### src/rtl/hack_boot_loader.sv
// rtl/hack_boot_loader.sv - Hack CPU boot sequencer: UART byte stream to instruction ROM with checksum gate
module hack_boot_loader #(
    parameter logic [7:0] SYNC_BYTE      = 8'hA5,
    parameter int         MAX_WORDS      = 32768,
    parameter int         TIMEOUT_CYCLES = 10_000_000
) (
    input  logic        clk,
    input  logic        reset_n,
    input  logic        rx_valid,
    input  logic [7:0]  rx_data,
    input  logic        load_req,
    output logic        cpu_reset,
    output logic        rom_we,
    output logic [14:0] rom_addr,
    output logic [15:0] rom_wdata,
    output logic        busy,
    output logic        done,
    output logic        error,
    output logic [15:0] words_loaded
);

    typedef enum logic [2:0] {
        WAIT_SYNC = 3'd0,
        LEN_HI    = 3'd1,
        LEN_LO    = 3'd2,
        DATA_HI   = 3'd3,
        DATA_LO   = 3'd4,
        CSUM      = 3'd5,
        RUN       = 3'd6,
        ERROR     = 3'd7
    } state_t;

    localparam logic [31:0] TIMEOUT_LAST = 32'(TIMEOUT_CYCLES - 1);
    localparam logic [16:0] MAX_LEN      = 17'(MAX_WORDS);

    state_t      state;
    state_t      state_next;
    logic [7:0]  len_hi_q;
    logic [15:0] len_q;
    logic [7:0]  hi_q;
    logic [15:0] index_q;
    logic [7:0]  checksum_q;
    logic [31:0] timeout_q;

    logic [15:0] len_word;
    logic        len_bad;
    logic        last_word;
    logic        in_frame;
    logic        is_sync;
    logic        timeout_hit;

    // Frame decode helpers; the length is judged on the byte arriving in LEN_LO
    always_comb begin
        len_word    = {len_hi_q, rx_data};
        len_bad     = (len_word == 16'd0) || ({1'b0, len_word} > MAX_LEN);
        last_word   = (index_q == len_q - 16'd1);
        in_frame    = (state == LEN_HI) || (state == LEN_LO) || (state == DATA_HI)
                   || (state == DATA_LO) || (state == CSUM);
        is_sync     = rx_valid && (rx_data == SYNC_BYTE);
        // A byte in the expiry cycle wins over the timeout
        timeout_hit = in_frame && !rx_valid && (timeout_q == TIMEOUT_LAST);
    end

    // State register
    always_ff @(posedge clk) begin
        if (!reset_n) begin
            state <= WAIT_SYNC;
        end else begin
            state <= state_next;
        end
    end

    // Next-state logic: one byte consumed per rx_valid, timeout overrides an idle cycle
    always_comb begin
        state_next = state;
        case (state)
            WAIT_SYNC: if (is_sync)  state_next = LEN_HI;
            LEN_HI:    if (rx_valid) state_next = LEN_LO;
            LEN_LO:    if (rx_valid) state_next = len_bad ? ERROR : DATA_HI;
            DATA_HI:   if (rx_valid) state_next = DATA_LO;
            DATA_LO:   if (rx_valid) state_next = last_word ? CSUM : DATA_HI;
            CSUM:      if (rx_valid) state_next = (rx_data == checksum_q) ? RUN : ERROR;
            RUN, ERROR: begin
                if (load_req) begin
                    state_next = WAIT_SYNC;
                end else if (is_sync) begin
                    state_next = LEN_HI;
                end
            end
            default:   state_next = WAIT_SYNC;
        endcase
        if (timeout_hit) begin
            state_next = ERROR;
        end
    end

    // Status outputs decode directly from the state so cpu_reset drops on the first RUN cycle
    always_comb begin
        cpu_reset = 1'b1;
        busy      = 1'b0;
        done      = 1'b0;
        error     = 1'b0;
        case (state)
            RUN:   begin cpu_reset = 1'b0; done = 1'b1; end
            ERROR: error = 1'b1;
            default: busy = in_frame;
        endcase
    end

    // Datapath: length latch, word assembly, checksum, ROM write pulse and inter-byte timer
    always_ff @(posedge clk) begin
        if (!reset_n) begin
            len_hi_q     <= 8'd0;
            len_q        <= 16'd0;
            hi_q         <= 8'd0;
            index_q      <= 16'd0;
            checksum_q   <= 8'd0;
            timeout_q    <= 32'd0;
            rom_we       <= 1'b0;
            rom_addr     <= 15'd0;
            rom_wdata    <= 16'd0;
            words_loaded <= 16'd0;
        end else begin
            rom_we <= 1'b0;

            if (rx_valid || !in_frame) begin
                timeout_q <= 32'd0;
            end else begin
                timeout_q <= timeout_q + 32'd1;
            end

            if (rx_valid) begin
                case (state)
                    LEN_HI: len_hi_q <= rx_data;
                    LEN_LO: begin
                        len_q <= len_word;
                        if (!len_bad) begin
                            index_q      <= 16'd0;
                            checksum_q   <= 8'd0;
                            words_loaded <= 16'd0;
                        end
                    end
                    DATA_HI: begin
                        hi_q       <= rx_data;
                        checksum_q <= checksum_q + rx_data;
                    end
                    DATA_LO: begin
                        checksum_q   <= checksum_q + rx_data;
                        rom_we       <= 1'b1;
                        rom_addr     <= index_q[14:0];
                        rom_wdata    <= {hi_q, rx_data};
                        index_q      <= index_q + 16'd1;
                        words_loaded <= words_loaded + 16'd1;
                    end
                    default: ;
                endcase
            end
        end
    end

endmodule
### config.mk
export PLATFORM = sky130hd
export DESIGN_NAME = hack_boot_loader
export DESIGN_NICKNAME = d
export VERILOG_FILES = /design/src/rtl/hack_boot_loader.sv
export SDC_FILE = /design/constraint.sdc
export NUM_CORES = 1
export LEC_CHECK = 0
export CELL_PAD_IN_SITES_DETAIL_PLACEMENT = 2
export CELL_PAD_IN_SITES_GLOBAL_PLACEMENT = 2
export CORE_MARGIN = 2
export CORE_UTILIZATION = 34
export DETAILED_ROUTE_END_ITERATION = 10
export PLACE_DENSITY = 0.79
export SLEW_MARGIN = 20
export SYNTH_ARGS = -nofsm -noshare
export SYNTH_HDL_FRONTEND = slang
export SYNTH_SLANG_ARGS = --single-unit
export TNS_END_PERCENT = 1
### constraint.sdc
create_clock -name clk -period 3.3 [get_ports clk]
set_clock_uncertainty 0.1 [all_clocks]
set_input_delay 0.66 -clock clk [delete_from_list [all_inputs] [get_ports clk]]
set_output_delay 0.66 -clock clk [all_outputs]
set_load 0.02 [all_outputs]
### After elaboration in Yosys (flattened, before gate mapping)

Cells that the tools add are included.

| storage, ports and cells | value |
|---|---|
| flip-flop bits (word level) | 139 |
| output and inout bits | 52 |
| input port bits | 12 |
| logic and storage cells | 83 |

| operators by class | value |
|---|---|
| reductions and logical operators | 26 |
| order comparisons | 1 |
| bitwise logic cells | 1 |
| add/subtract/negate cells | 5 |
| muxes and demuxes | 22 |
| equal/unequal tests | 17 |

Operators by type and width:

| operator | number |
|---|---|
| one-hot mux 16 bit (2 select lines) | 2 |
| adder 16 x 1 -> 16 bit, second input constant | 2 |
| adder 32 x 1 -> 32 bit, second input constant | 1 |
| equality test 32 x 24 -> 1 bit, second input constant | 1 |
| two-way mux 3 bit | 10 |
| one-hot mux 3 bit (7 select lines) | 1 |
| equality test 16 bit | 1 |
| greater-than comparator 16 bit, second input constant | 1 |
| logical NOT 16 bit | 1 |
| two-way mux 16 bit | 1 |
| one-hot mux 8 bit (2 select lines) | 1 |
| subtractor 16 x 1 -> 16 bit, second input constant | 1 |
| != test 3 bit, second input constant | 5 |
| equality test 3 bit, second input constant | 4 |
| AND reduction 2 bit | 5 |
| adder 8 bit | 1 |
| equality test 8 bit | 1 |
| equality test 8 bit, second input constant | 1 |
| two-way mux 8 bit | 1 |
| equality test 3 x 2 -> 1 bit, second input constant | 2 |
| logical OR 1 bit | 6 |
| two-way mux 1 bit | 6 |
| AND reduction 3 bit | 2 |
| OR reduction 2 bit | 3 |
| other kinds (8) | 12 |

### Logic depth before layout (Yosys ltp)

| logic depth | value |
|---|---|
| word-level depth | 9 |
| gate-level depth with buffers | 10 |
| gate-level depth less buffers | 10 |

### Least setup slack after synthesis

No wires, ideal clock.

| timing | value |
|---|---|
| kind | input port to flip-flop |
| start point | input port rx_data[7] |
| end point | register words_loaded[9] |
| path buffers | 1 |
| stages on the path | 8 |
| data arrival time | 2294 ps |
| required time | 3072 ps |
| path slack | 778 ps |
| setup time | 128 ps |
| path through | clkbuf_1 -> nor4_1 -> nand4_1 -> xnor2_1 -> a211oi_1 -> and3_1 -> xnor2_1 -> nor2_1 |

| on the way | value |
|---|---|
| word-level cells in the longest chain between the ends | 4 |
| elaborated cells on any way between the ends | 5 |
| classes of those cells | 1 x order compare; 1 x eq/ne; 3 x reduce/logical |

RTL lines:

| element | RTL line | source |
|---|---|---|
| from (decl) | 10 | `input logic [7:0] rx_data,` |
| greater-than comparator 16 bit / logical NOT 16 bit (equally long branches) | 55 | `len_bad = (len_word == 16'd0) \|\| ({1'b0, len_word} > MAX_LEN);` |
| logical OR 1 bit * | 55 |  |
| != test 2 bit (no source line) * | n/a |  |
| AND reduction 3 bit (no source line) * | n/a |  |
| to (signal assigned) | 153 | `words_loaded <= words_loaded + 16'd1;` |
| to (decl) | 19 | `output logic [15:0] words_loaded` |

Mark *: on every way between the ends. The rest lies on a longest branch, timed or not.
A chain may end at the register's enable or synchronous reset.

### Worst setup path after layout

| timing | value |
|---|---|
| start point | register state[0] |
| end point | output port busy |

| on the way | value |
|---|---|
| word-level cells in the longest chain between the ends | 6 |
| elaborated cells on any way between the ends | 13 |
| classes of those cells | 7 x eq/ne; 1 x mux; 5 x reduce/logical |

RTL lines:

| element | RTL line | source |
|---|---|---|
| from (decl) | 36 | `state_t state;` |
| from (signal assigned) | 69 | `state <= state_next;` |
| equality test 3 x 1 -> 1 bit / equality test 3 x 2 -> 1 bit (equally long branches) | 57 | `in_frame = (state == LEN_HI) \|\| (state == LEN_LO) \|\| (state == DATA_HI)` |
| logical OR 1 bit (2 in series) | 57 |  |
| logical OR 1 bit (2 in series) | 58 | `\|\| (state == DATA_LO) \|\| (state == CSUM);` |
| two-way mux 1 bit * | 103 | `case (state)` |
| to (decl) | 16 | `output logic busy,` |

Marked as above.

==> flow_summary.toml <==
[outcome]
status = "finished clean"

[die]
core_area_sq_mm = 0.0188
fp.dieArea_sq_mm = 0.0204
die_h_um = 143
die_x_um = 143
num_rows = 50
start_util = 0.349
ios = 64

[clock_network]
cts_setup_buffers = 0
cts_tree = "built"
clk-insertion-delay-late_ps = 430
cts_buffers = 17
clock_path_buffers = 2
cts.hold.buffers_added = 0
cts.sinks = 139
path_clk_slew_ps = 60
h-tree-depth = 4
cts-resized-gates = 0
cts-root-buf = "clkbuf_16"

[synth]
ys_async_sr_fraction = 0
syn_nets = 862
synth_cells = 838
synth_area_per_cell_sq_um = 7.81
yosysWarnings = 0
synthFlopType = "dfxtp_1"
ys_seq_elements = 139
netlist_area_sq_mm = 0.00655
yosysSeqAreaShare = 0.425
synth_edf_count = 0
ys_types = 49

[global_route]
grt_usage = 0.222
grt_overflow = 0
grt_pass1_vias = 6764
grt_max_degree = 74
antenna_found_initial = 0
grt_pass1_wl_um = 35500

[pwr]
power_w = 0.00377
switching_share = 0.225
power.switching_w = 0.000849
peakVddDrop_mv = 0.368
combPwrFrac = 0.023
clkPwrFrac = 0.532
p_seq_frac = 0.445
power_density_mw_per_mm2 = 465
intPower_w = 0.00292
p_leak_nw = 2.79

[layout]
final-instance-count-excl-fill = 1148
area_growth_pct = 24.0
diodes = 0
drive_above_1_share = 0.0689
nets = 925

[worst_setup_path]
r2r_cells = 9
worstPathCellList = "or2_2 > o21ai_0 > inv_1 > clkdlybuf4s50_1"
start_kind = "register"
r2r_end = "state[2]"
cp_max_fo = 13
cp.required_ps = 2540
reg2reg_from = "len_q[1]"
crit_type = "reg2out"
critPathArrivalTime_ps = 2340
reg2reg_slack_ps = 400
slowest_delay_ps = 560
crit_slowest_cell = "clkdlybuf4s50_1"
end_kind = "output pin"

[detailed_routing]
wl_per_cell_um = 18.8
wirelength_um = 21600
drc = 0
via_count = 6179
ant_nets = 0
via_per_inst = 5.38
dr.first_iter.drc_count = 197
drtPass1Iterations = 4

[timing]
slew_headroom = 0.478
hold_ws_ps = 359
rsz0062_at_grt = "false"
min_period_ps = 3100
maxSlewViolCount = 0
setup_violations = 0
hold_violations = 0
period_share = 0.939
max_freq_mhz = 323
worst_slew_pin_slew_ps = 783

[placed_design]
portBuffers = 63
dp_cells = 1116
place_congestion = 0.843
hpwl_um = 15300

[job]
cap_violations = 0

[hold_path]
holdPathEnd = "rom_wdata[14]"
hold_start = "hi_q[6]"
hold_depth = 2
hold_path_class = "reg2reg"
[worst max-delay path: cells and delay by family (launching register included)]
kind                   cells  cell delay [ps]
AOI/OAI and AO/OA          1              380
buffers and inverters      2              660
DFF                        1              460
and+or+nand+nor            1              410
[placed cells by master (no fill, tap or decap), drive strengths merged, types with 2 or more instances in the layout]
master and instances:
or4 4, and4 6, o21ai 19, a21oi 91, clkdlybuf4s50 63, mux2i 2, xnor2 41, ha 11
o22ai 2, nor3 22, bufinv 3, and3 15, nor2b 3, nand4 17, nand2 165, a31oi 4
nor4b 4, xor2 40, nand3 37, dfxtp 139, clkbuf 18, nor4 13, nor2 84, buf 25
clkinv 8, nand2b 4, and2 3, or3 19, o211ai 5, inv 22, nor3b 3, a21o 5
[through the flow]
step	setup WS [ps]	area [sq um]	setup TNS (ps)	utilization
2_1_floorplan	778	6550	0	-
3_5_place_dp	-27.3	7500	-63.3	0.400
3_3_place_gp	97.7	7500	0	0.400
4_1_cts	183	8110	0	0.432
5_1_grt	97.4	8110	0	0.432
6_report	202	8110	0	0.432
[area by class of cell]
| type | count | area (sq um) |
|---|---|---|
| Fill cell | 2161 | 10700 |
| Multi-Input combinational cell | 635 | 3520 |
| Sequential cell | 139 | 2780 |
| Timing Repair Buffer | 88 | 831 |
| Clock buffer | 18 | 439 |
| Tap cell | 234 | 293 |
| Clock inverter | 14 | 170 |
| Inverter | 20 | 75.1 |
[metal layers]
layer,part of all wire,track usage
met1,0.44,0.261
met2,0.52,0.410
met3,0.027,0.0409
met4,0.016,0.0615
met5,0,0
[state kept, by name, indices dropped and copies added, names as in the netlist]
name and cells:
len_hi_q 8, state 3, len_q 16, timeout_q 32, words_loaded 16, checksum_q 8, rom_wdata 16, hi_q 8
rom_we 1, index_q 16, rom_addr 15
[power by group through the flow]
stage / registers (W) / logic [W] / clock network (W)
2_1_floorplan: 0.00172 / 0.0000363 / 0
3_3_place_gp: 0.00172 / 0.0000851 / 0
3_5_place_dp: 0.00172 / 0.0000877 / 0
4_1_cts: 0.00168 / 0.0000886 / 0.00204
5_1_grt: 0.00168 / 0.0000943 / 0.00212
6_report: 0.00168 / 0.0000877 / 0.00200
[Yosys cell counts (5+ instances only)]
cell type / instances / area share
nor2_1: 84 / 0.048
nand3_1: 37 / 0.028
nand4_1: 17 / 0.016
nor4_1: 13 / 0.012
o21ai_0: 18 / 0.014
a21oi_1: 91 / 0.070
and4_1: 6 / 0.0080
ha_1: 11 / 0.021
inv_1: 20 / 0.011
xnor2_1: 41 / 0.055
o211ai_1: 5 / 0.0057
nor3_1: 22 / 0.017
nand2_1: 165 / 0.095
dfxtp_1: 139 / 0.43
and3_1: 15 / 0.014
xor2_1: 40 / 0.054
a21o_1: 5 / 0.0057
or3_1: 19 / 0.018
clkbuf_1: 39 / 0.022
[worst max path at each step]
stage | slack (ps) | depth (start not counted) | to | startpoint
global route | 100 | 4 | busy | state[0]
CTS | 180 | 4 | busy | state[0]
finish | 200 | 4 | busy | state[0]
floorplan | 780 | 8 | words_loaded[9] | rx_data[7]
detailed placement | -30 | 11 | index_q[4] | rx_data[1]
global placement | 100 | 10 | words_loaded[7] | rx_data[7]
[cells by family after synthesis]
family	share of synthesized area
and+or+nand+nor	0.287
DFF	0.425
AOI/OAI and AO/OA	0.113
xor gates and xnor gates	0.108
buffers and inverters	0.0375
adders and majority gates	0.0241
muxes	0.00478
No activity file was read; power rests on OpenSTA's default activity.
